==> config.mk <==
export PLATFORM = sky130hd
export DESIGN_NAME = picorv32_axi_bridge
export DESIGN_NICKNAME = d
export VERILOG_FILES = /design/src/rtl/picorv32_axi_bridge.sv
export SDC_FILE = /design/constraint.sdc
export NUM_CORES = 1
export LEC_CHECK = 0
export ABC_AREA = 1
export BUFFER_PORTS_ARGS = -buffer_cell sky130_fd_sc_hd__buf_2
export CAP_MARGIN = 20
export CORE_MARGIN = 3
export CORE_UTILIZATION = 45
export DETAILED_ROUTE_END_ITERATION = 12
export GPL_ROUTABILITY_DRIVEN = 0
export PLACE_DENSITY_LB_ADDON = 0.05
export SLEW_MARGIN = 10
export SYNTH_ARGS = -nofsm -noshare
export SYNTH_HDL_FRONTEND = slang
export SYNTH_SLANG_ARGS = --single-unit
==> constraint.sdc <==
create_clock -name clk -period 2.95 [get_ports clk]
set_input_delay 0.4425 -clock clk [delete_from_list [all_inputs] [get_ports clk]]
set_output_delay 0.4425 -clock clk [all_outputs]
set_load 0.005 [all_outputs]
==> src/rtl/picorv32_axi_bridge.sv <==
// PicoRV32 native memory port to AXI4-lite master bridge with BRESP/RRESP error reporting.
// Define PICORV32_AXI_BRIDGE_POSTED_WRITE_EN for posted writes with a bounded count of outstanding B responses.
module picorv32_axi_bridge #(
    parameter int         ADDR_WIDTH      = 32,
    parameter int         MAX_OUTSTANDING = 4,
    parameter logic [2:0] PROT_INSTR      = 3'b100,
    parameter logic [2:0] PROT_DATA       = 3'b000
) (
    input  logic                  clk,
    input  logic                  resetn,
    input  logic                  mem_valid,
    input  logic                  mem_instr,
    input  logic [ADDR_WIDTH-1:0] mem_addr,
    input  logic [31:0]           mem_wdata,
    input  logic [3:0]            mem_wstrb,
    output logic                  mem_ready,
    output logic [31:0]           mem_rdata,
    output logic                  mem_err,
    output logic                  err_sticky,
    input  logic                  err_clear,
    output logic                  busy,
    output logic                  mem_axi_awvalid,
    input  logic                  mem_axi_awready,
    output logic [ADDR_WIDTH-1:0] mem_axi_awaddr,
    output logic [2:0]            mem_axi_awprot,
    output logic                  mem_axi_wvalid,
    input  logic                  mem_axi_wready,
    output logic [31:0]           mem_axi_wdata,
    output logic [3:0]            mem_axi_wstrb,
    input  logic                  mem_axi_bvalid,
    output logic                  mem_axi_bready,
    input  logic [1:0]            mem_axi_bresp,
    output logic                  mem_axi_arvalid,
    input  logic                  mem_axi_arready,
    output logic [ADDR_WIDTH-1:0] mem_axi_araddr,
    output logic [2:0]            mem_axi_arprot,
    input  logic                  mem_axi_rvalid,
    output logic                  mem_axi_rready,
    input  logic [31:0]           mem_axi_rdata,
    input  logic [1:0]            mem_axi_rresp
);

    localparam logic [2:0] ST_IDLE  = 3'd0;
    localparam logic [2:0] ST_READ  = 3'd1;
    localparam logic [2:0] ST_WRITE = 3'd2;
    localparam logic [2:0] ST_WRESP = 3'd3;
    localparam logic [2:0] ST_ACK   = 3'd4;

    generate
        if (ADDR_WIDTH < 12 || ADDR_WIDTH > 64) begin : g_bad_addr_width
            $error("picorv32_axi_bridge: ADDR_WIDTH must be 12..64");
        end
        if (MAX_OUTSTANDING < 1 || MAX_OUTSTANDING > 15) begin : g_bad_max_outstanding
            $error("picorv32_axi_bridge: MAX_OUTSTANDING must be 1..15");
        end
    endgenerate

    logic [2:0]            state_q, state_d;
    logic                  arvalid_q, arvalid_d;
    logic                  awvalid_q, awvalid_d;
    logic                  wvalid_q, wvalid_d;
    logic                  bready_q, bready_d;
    logic                  rready_q, rready_d;
    logic [ADDR_WIDTH-1:0] araddr_q, araddr_d;
    logic [ADDR_WIDTH-1:0] awaddr_q, awaddr_d;
    logic [2:0]            arprot_q, arprot_d;
    logic [2:0]            awprot_q, awprot_d;
    logic [31:0]           wdata_q, wdata_d;
    logic [3:0]            wstrb_q, wstrb_d;
    logic [31:0]           rdata_q, rdata_d;
    logic                  mem_ready_q, mem_ready_d;
    logic                  mem_err_q, mem_err_d;
    logic                  err_sticky_q, err_sticky_d;
    logic                  busy_q, busy_d;
    logic                  err_set;
    logic                  rd_ok;
    logic                  wr_ok;

`ifdef PICORV32_AXI_BRIDGE_POSTED_WRITE_EN
    localparam int              CNT_W   = $clog2(MAX_OUTSTANDING + 1);
    localparam logic [CNT_W-1:0] CNT_MAX = CNT_W'(MAX_OUTSTANDING);
    logic [CNT_W-1:0] cnt_q, cnt_d;
    logic             wr_issue;
    logic             b_retire;
`endif

    // Next-state and next-output computation for the transaction FSM.
    always_comb begin
        state_d     = state_q;
        arvalid_d   = arvalid_q;
        awvalid_d   = awvalid_q;
        wvalid_d    = wvalid_q;
        bready_d    = bready_q;
        rready_d    = rready_q;
        araddr_d    = araddr_q;
        awaddr_d    = awaddr_q;
        arprot_d    = arprot_q;
        awprot_d    = awprot_q;
        wdata_d     = wdata_q;
        wstrb_d     = wstrb_q;
        rdata_d     = rdata_q;
        mem_ready_d = 1'b0;
        mem_err_d   = 1'b0;
        err_set     = 1'b0;
`ifdef PICORV32_AXI_BRIDGE_POSTED_WRITE_EN
        wr_issue    = 1'b0;
        b_retire    = mem_axi_bvalid && bready_q;
        cnt_d       = cnt_q;
        rd_ok       = (cnt_q == {CNT_W{1'b0}});
        wr_ok       = (cnt_q != CNT_MAX);
`else
        rd_ok       = 1'b1;
        wr_ok       = 1'b1;
`endif
        case (state_q)
            ST_IDLE: begin
                if (mem_valid && (mem_wstrb == 4'b0000) && rd_ok) begin
                    state_d   = ST_READ;
                    araddr_d  = mem_addr;
                    arprot_d  = mem_instr ? PROT_INSTR : PROT_DATA;
                    arvalid_d = 1'b1;
                    rready_d  = 1'b1;
                end else if (mem_valid && (mem_wstrb != 4'b0000) && wr_ok) begin
                    state_d   = ST_WRITE;
                    awaddr_d  = mem_addr;
                    awprot_d  = PROT_DATA;
                    wdata_d   = mem_wdata;
                    wstrb_d   = mem_wstrb;
                    awvalid_d = 1'b1;
                    wvalid_d  = 1'b1;
                end else begin
                    state_d = ST_IDLE;
                end
            end
            ST_READ: begin
                if (arvalid_q && mem_axi_arready) begin
                    arvalid_d = 1'b0;
                end else begin
                    arvalid_d = arvalid_q;
                end
                if (mem_axi_rvalid) begin
                    rdata_d     = mem_axi_rdata;
                    mem_err_d   = (mem_axi_rresp != 2'b00);
                    err_set     = (mem_axi_rresp != 2'b00);
                    arvalid_d   = 1'b0;
                    rready_d    = 1'b0;
                    mem_ready_d = 1'b1;
                    state_d     = ST_ACK;
                end else begin
                    state_d = ST_READ;
                end
            end
            ST_WRITE: begin
                // AW and W retire independently; the phase ends once both valids have dropped.
                if (awvalid_q && mem_axi_awready) begin
                    awvalid_d = 1'b0;
                end else begin
                    awvalid_d = awvalid_q;
                end
                if (wvalid_q && mem_axi_wready) begin
                    wvalid_d = 1'b0;
                end else begin
                    wvalid_d = wvalid_q;
                end
                if (!awvalid_q && !wvalid_q) begin
`ifdef PICORV32_AXI_BRIDGE_POSTED_WRITE_EN
                    wr_issue    = 1'b1;
                    mem_ready_d = 1'b1;
                    state_d     = ST_ACK;
`else
                    bready_d    = 1'b1;
                    state_d     = ST_WRESP;
`endif
                end else begin
                    state_d = ST_WRITE;
                end
            end
            ST_WRESP: begin
                if (mem_axi_bvalid) begin
                    mem_err_d   = (mem_axi_bresp != 2'b00);
                    err_set     = (mem_axi_bresp != 2'b00);
                    bready_d    = 1'b0;
                    mem_ready_d = 1'b1;
                    state_d     = ST_ACK;
                end else begin
                    state_d = ST_WRESP;
                end
            end
            ST_ACK: begin
                state_d = ST_IDLE;
            end
            default: begin
                state_d   = ST_IDLE;
                arvalid_d = 1'b0;
                awvalid_d = 1'b0;
                wvalid_d  = 1'b0;
                rready_d  = 1'b0;
                bready_d  = 1'b0;
            end
        endcase
`ifdef PICORV32_AXI_BRIDGE_POSTED_WRITE_EN
        // Responses retire in the background; only the sticky flag records their errors.
        bready_d = 1'b1;
        err_set  = err_set | (b_retire && (mem_axi_bresp != 2'b00));
        if (wr_issue && !b_retire) begin
            cnt_d = cnt_q + CNT_W'(1);
        end else if (!wr_issue && b_retire && (cnt_q != {CNT_W{1'b0}})) begin
            cnt_d = cnt_q - CNT_W'(1);
        end else begin
            cnt_d = cnt_q;
        end
        busy_d = (state_d != ST_IDLE) || (cnt_d != {CNT_W{1'b0}});
`else
        busy_d = (state_d != ST_IDLE);
`endif
        if (err_set) begin
            err_sticky_d = 1'b1;
        end else if (err_clear) begin
            err_sticky_d = 1'b0;
        end else begin
            err_sticky_d = err_sticky_q;
        end
    end

    // State and registered outputs; reset drops every valid immediately.
    always_ff @(posedge clk or negedge resetn) begin
        if (!resetn) begin
            state_q      <= ST_IDLE;
            arvalid_q    <= 1'b0;
            awvalid_q    <= 1'b0;
            wvalid_q     <= 1'b0;
            bready_q     <= 1'b0;
            rready_q     <= 1'b0;
            araddr_q     <= {ADDR_WIDTH{1'b0}};
            awaddr_q     <= {ADDR_WIDTH{1'b0}};
            arprot_q     <= 3'b000;
            awprot_q     <= 3'b000;
            wdata_q      <= 32'h0000_0000;
            wstrb_q      <= 4'b0000;
            rdata_q      <= 32'h0000_0000;
            mem_ready_q  <= 1'b0;
            mem_err_q    <= 1'b0;
            err_sticky_q <= 1'b0;
            busy_q       <= 1'b0;
        end else begin
            state_q      <= state_d;
            arvalid_q    <= arvalid_d;
            awvalid_q    <= awvalid_d;
            wvalid_q     <= wvalid_d;
            bready_q     <= bready_d;
            rready_q     <= rready_d;
            araddr_q     <= araddr_d;
            awaddr_q     <= awaddr_d;
            arprot_q     <= arprot_d;
            awprot_q     <= awprot_d;
            wdata_q      <= wdata_d;
            wstrb_q      <= wstrb_d;
            rdata_q      <= rdata_d;
            mem_ready_q  <= mem_ready_d;
            mem_err_q    <= mem_err_d;
            err_sticky_q <= err_sticky_d;
            busy_q       <= busy_d;
        end
    end

`ifdef PICORV32_AXI_BRIDGE_POSTED_WRITE_EN
    // Outstanding write-response counter.
    always_ff @(posedge clk or negedge resetn) begin
        if (!resetn) begin
            cnt_q <= {CNT_W{1'b0}};
        end else begin
            cnt_q <= cnt_d;
        end
    end
`endif

    assign mem_ready       = mem_ready_q;
    assign mem_rdata       = rdata_q;
    assign mem_err         = mem_err_q;
    assign err_sticky      = err_sticky_q;
    assign busy            = busy_q;
    assign mem_axi_awvalid = awvalid_q;
    assign mem_axi_awaddr  = awaddr_q;
    assign mem_axi_awprot  = awprot_q;
    assign mem_axi_wvalid  = wvalid_q;
    assign mem_axi_wdata   = wdata_q;
    assign mem_axi_wstrb   = wstrb_q;
    assign mem_axi_bready  = bready_q;
    assign mem_axi_arvalid = arvalid_q;
    assign mem_axi_araddr  = araddr_q;
    assign mem_axi_arprot  = arprot_q;
    assign mem_axi_rready  = rready_q;

endmodule

# == After elaboration in Yosys (flattened, before gate mapping) ==
# Cells that the tools add are included.
# word_totals
register_bits,147
inputBits,114
out_inout_bits,147
wordCells,89
# op_classes
eq_ne,13
n_mux,30
n_bitwise,4
reduce_logical,26
# op_table
operator,count
1-bit two-way mux,17
2-bit inequality test (second input constant),8
1-bit case mux with 3 select lines,5
3-bit case mux with 4 select lines,1
3-bit AND reduction,4
3-bit two-way mux,3
3-bit OR reduction,3
4-bit AND reduction,2
3-bit by 2-bit equality test with 1-bit output (second input constant),2
1-bit logical AND,6
2-bit nonzero test,3
4-bit logical NOT,1
2-bit two-way mux,2
1-bit inverter,4
1-bit case mux with 2 select lines,2
2-bit AND reduction,2
4-bit nonzero test,1
3-bit by 1-bit equality test with 1-bit output (second input constant),1
3-bit equality test (second input constant),1
3-bit logical NOT,1
3-bit inequality test (second input constant),1
3-bit nonzero test,1
1-bit logical NOT,2

# == Logic depth before layout (Yosys ltp) ==
# depth
ltp_word,6
depth_mapped,8
depth_no_buf,7

# == Worst setup path before layout ==
# OpenSTA, ideal clock, no wires.
# synth_path
path_kind,input -> register
start,input mem_wstrb[1]
end,"register araddr_q[26], in the netlist mem_axi_araddr[26]"
setup_ps,121
arrival_ps,1239
t_required_ps,2829
slack_ps,1590
path_stages,8
path_buffers,2
cell_sequence,nor2_1 nand3_1 nor2_4 inv_2 buf_6 buf_6 nand2_1 o21ai_1
# synth_via
elab_chain_len,3
# synth_rtl
element,line_no,source
start: declaration,15,"input logic [3:0] mem_wstrb,"
4-bit logical NOT,117,if (mem_valid && (mem_wstrb == 4'b0000) && rd_ok) begin
1-bit logical AND,117,
2-bit AND reduction (no line),n/a,
end signal: assignment,234,araddr_q <= {ADDR_WIDTH{1'b0}};
end signal: assignment,252,araddr_q <= araddr_d;
end: declaration,64,"logic [ADDR_WIDTH-1:0] araddr_q, araddr_d;"
# Every way passes these cells.
# A chain may end at the register's enable or synchronous reset.

# == Worst setup path in the final report ==
# layout_path
start,register state_q[1]
end,"register wdata_q[31], in the netlist mem_axi_wdata[31]"
# layout_via
elab_chain_len,2
# layout_rtl
element,line_no,source
start: declaration,58,"logic [2:0] state_q, state_d;"
start signal: assignment,246,state_q <= state_d;
3-bit logical NOT,115,case (state_q)
3-bit AND reduction (no line),n/a,
end signal: assignment,256,wdata_q <= wdata_d;
end: declaration,68,"logic [31:0] wdata_q, wdata_d;"
# Every way passes these cells.

==> impl_metrics.env <==
export IMPL_synth_top_family_by_area="simple AND/OR/NAND/NOR gates"
export IMPL_startpoint="state_q[1]$_DFF_PN0_"
export IMPL_htreeDepth=4
export IMPL_fp_row_count=41
export IMPL_antenna_found_initial=2
export IMPL_synth_largest_area_cell="dfrtp_1"
export IMPL_placed_area_um2=7310
export IMPL_drive_gt1_frac=0.400
export IMPL_cellLeakagePower_nw=4.58
export IMPL_cts_tree="yes"
export IMPL_drtAntennaViolNets=0
export IMPL_finalCriticalPeriod_ns=1.93
export IMPL_regToRegStartpoint="state_q[1]$_DFF_PN0_"
export IMPL_clk_pin_slew_ns=0.06
export IMPL_hold_class="primary input to asynchronous set/reset pin"
export IMPL_syn_inst=620
export IMPL_syn_to_final_growth_pct=31.2
export IMPL_status="finished clean"
export IMPL_grt_pass1_vias=4698
export IMPL_post_route_period_util=0.654
export IMPL_core_area_um2=12800
export IMPL_post_place_ws_ns=0.929
export IMPL_yosys_warnings=0
export IMPL_yosys_cell_types_count=22
export IMPL_synthAdderAreaFrac=0
export IMPL_routed_wl_mm=14.5
export IMPL_whs_ns=0.0165
export IMPL_start_kind="register"
export IMPL_track_usage=0.198
export IMPL_total_power_mw=8.27
export IMPL_clock_path_buffers=2
export IMPL_synth_compound_area_share=0.125
export IMPL_io_buffers=255
export IMPL_regArea_um2=3630
export IMPL_rsz0062_at_grt="no"
export IMPL_cts_root_buf="clkbuf_16"
export IMPL_cts_hold_buf=0
export IMPL_fp_dieW_um=122
export IMPL_ys_ff_latch=145
export IMPL_yosys_area_top_type_share=0.603
export IMPL_via_count=4864
export IMPL_clock_sinks=145
export IMPL_overflow=0
export IMPL_hold_violations=0
export IMPL_via_per_inst=4.62
export IMPL_fillCellCount=1183
export IMPL_grt_pass1_wl_mm=23.0
export IMPL_setup_viol=0
export IMPL_nNetsFinal=981
export IMPL_cp_max_fo=48
export IMPL_crit_type="register to register"
export IMPL_dr_pass1_iters=4
export IMPL_boundaryPins=261
export IMPL_syn_area_um2=6020
export IMPL_synth_seq_area_share=0.603
export IMPL_drt_iter0_drc=296
export IMPL_synth_mux_area_frac=0
export IMPL_avgRoutedWirePerCell_um=13.7
export IMPL_drc=0
export IMPL_irDropWorstVdd_v=0.000456
export IMPL_multi_input_area_um2=1810
export IMPL_grt_max_degree=76
export IMPL_yosys_top_cells_area="dfrtp_1 60%, nand2_1 12%, o21ai_2 8.0%, inv_1 4.7%, nand3_1 3.2%"
export IMPL_syn_area_per_cell_um2=9.70
export IMPL_start_util=0.469
export IMPL_critPathRequiredTime_ns=3.23
export IMPL_cts_made_buffers=17
export IMPL_synth_xor_area_share=0
export IMPL_die_area_um2=14800
export IMPL_setup_ws_ns=1.02
export IMPL_clock_latency_ns=0.42
export IMPL_fin_skew_ns=0.0138
export IMPL_synthSimpleGateAreaFrac=0.173
export IMPL_dp_hpwl_mm=10.4
export IMPL_die_h_um=122
export IMPL_cts_repair_resized=0
export IMPL_worst_slew_pin_slew_ns=0.644
export IMPL_final_area_um2=7890
export IMPL_critical_path_arrival_ns=2.21
export IMPL_maxCapViolCount=0
export IMPL_end_kind="register"
export IMPL_power_density_nw_per_um2=1050
export IMPL_max_freq_ghz=0.518
export IMPL_post_cts_buffers=0
export IMPL_slew_violations=0
export IMPL_max_slew_margin=0.570
export IMPL_finalSetupTns_ns=0
where the power goes:
group	switching (mW)	internal [mW]
sequential	0.485	2.91
combinational	1.56	1.29
clock	0.753	1.27
cell usage after synthesis:
master,count
dfrtp_1,145
nand2_4,1
nand2_1,192
buf_4,5
nand3b_1,1
o21ai_0,17
nand4_1,1
inv_1,75
a21oi_1,3
nand3_1,39
nand3_4,1
buf_6,17
nor2_1,12
clkbuf_1,6
conb_1,1
buf_2,9
o21ai_2,55
inv_2,3
nand2_2,1
o21ai_1,32
o221ai_1,1
nor2_4,3
per-layer routing:
| metal | wire, um | GRT usage |
|---|---|---|
| met1 | 5880 | 0.240 |
| met2 | 7220 | 0.324 |
| met3 | 1070 | 0.0645 |
| met4 | 306 | 0.0875 |
| met5 | 9 | 0 |
cell families (layout without fill, tap and decap cells):
logic type	Yosys count	after routing
AND/OR/NAND/NOR	251	251
flip-flops	145	145
buffers and inverters	115	371
AO/OA/AOI/OAI	108	108
other	1	6
cell usage in the layout, fill, tap and decap left out:
master	n
buf_12	4
conb_1	5
diode_2	1
nand2_4	1
buf_6	1
nand3_4	1
buf_2	254
clkbuf_16	17
clkbuf_1	5
clkbuf_8	5
nand2_1	192
o21ai_0	17
dfrtp_1	145
inv_2	3
nand4_1	1
nor2_4	3
o21ai_2	55
nand2_2	1
bufinv_16	1
nand3_1	39
buf_4	2
inv_1	75
o21ai_1	32
nand3b_1	1
nor2_1	12
clkinv_2	4
a21oi_1	3
o221ai_1	1
final timing paths:
| check | slack, ns | to | depth (start not counted) |
|---|---|---|---|
| worst min-delay path | 0.02 | mem_axi_wdata[11]$_DFFE_PN0P_ | 1 |
| max in group asynchronous | 2.06 | mem_axi_wdata[7]$_DFFE_PN0P_ | 2 |
| worst min register to register | 0.46 | mem_axi_rready$_DFFE_PN0P_ | 2 |
| worst max register to register | 1.02 | mem_axi_wdata[31]$_DFFE_PN0P_ | 7 |
| worst max-delay path | 1.02 | mem_axi_wdata[31]$_DFFE_PN0P_ | 7 |
| min in group clk | 0.23 | mem_axi_arprot[2]$_DFFE_PN0P_ | 3 |
sequential cells by signal, summed over array words and instances, names as in the netlist:
name	flops
mem_ready	1
busy	1
mem_axi_bready	1
mem_axi_arprot	1
mem_axi_wvalid	1
mem_err	1
mem_rdata	32
err_sticky	1
mem_axi_wdata	32
mem_axi_araddr	32
mem_axi_wstrb	4
mem_axi_rready	1
mem_axi_awaddr	32
mem_axi_awvalid	1
state_q	3
mem_axi_arvalid	1
through the flow:
step           std cells  utilization
6_report            1053        0.615
5_1_grt             1053        0.615
4_1_cts             1051        0.614
3_5_place_dp        1019        0.570
3_3_place_gp        1019        0.570
2_1_floorplan        624            -
critical path: stages, from the launching register on:
cell and delay [ns]:
dfrtp_1 0.47, nor2_4 0.16, nand2_4 0.08, inv_2 0.10, nand3_4 0.43, buf_12 0.39
nand2_1 0.08, o21ai_0 0.08
area by class of cell:
type	instances	share of cell area
flip-flops and latches	145	0.460
multi-input cells	364	0.230
repair buffers	261	0.175
clock buffers	27	0.0650
inverters	78	0.0371
well taps	172	0.0273
clock inverters	5	0.00634
diodes	1	0.000317
Note: power is estimated with default switching activity, not from simulation.
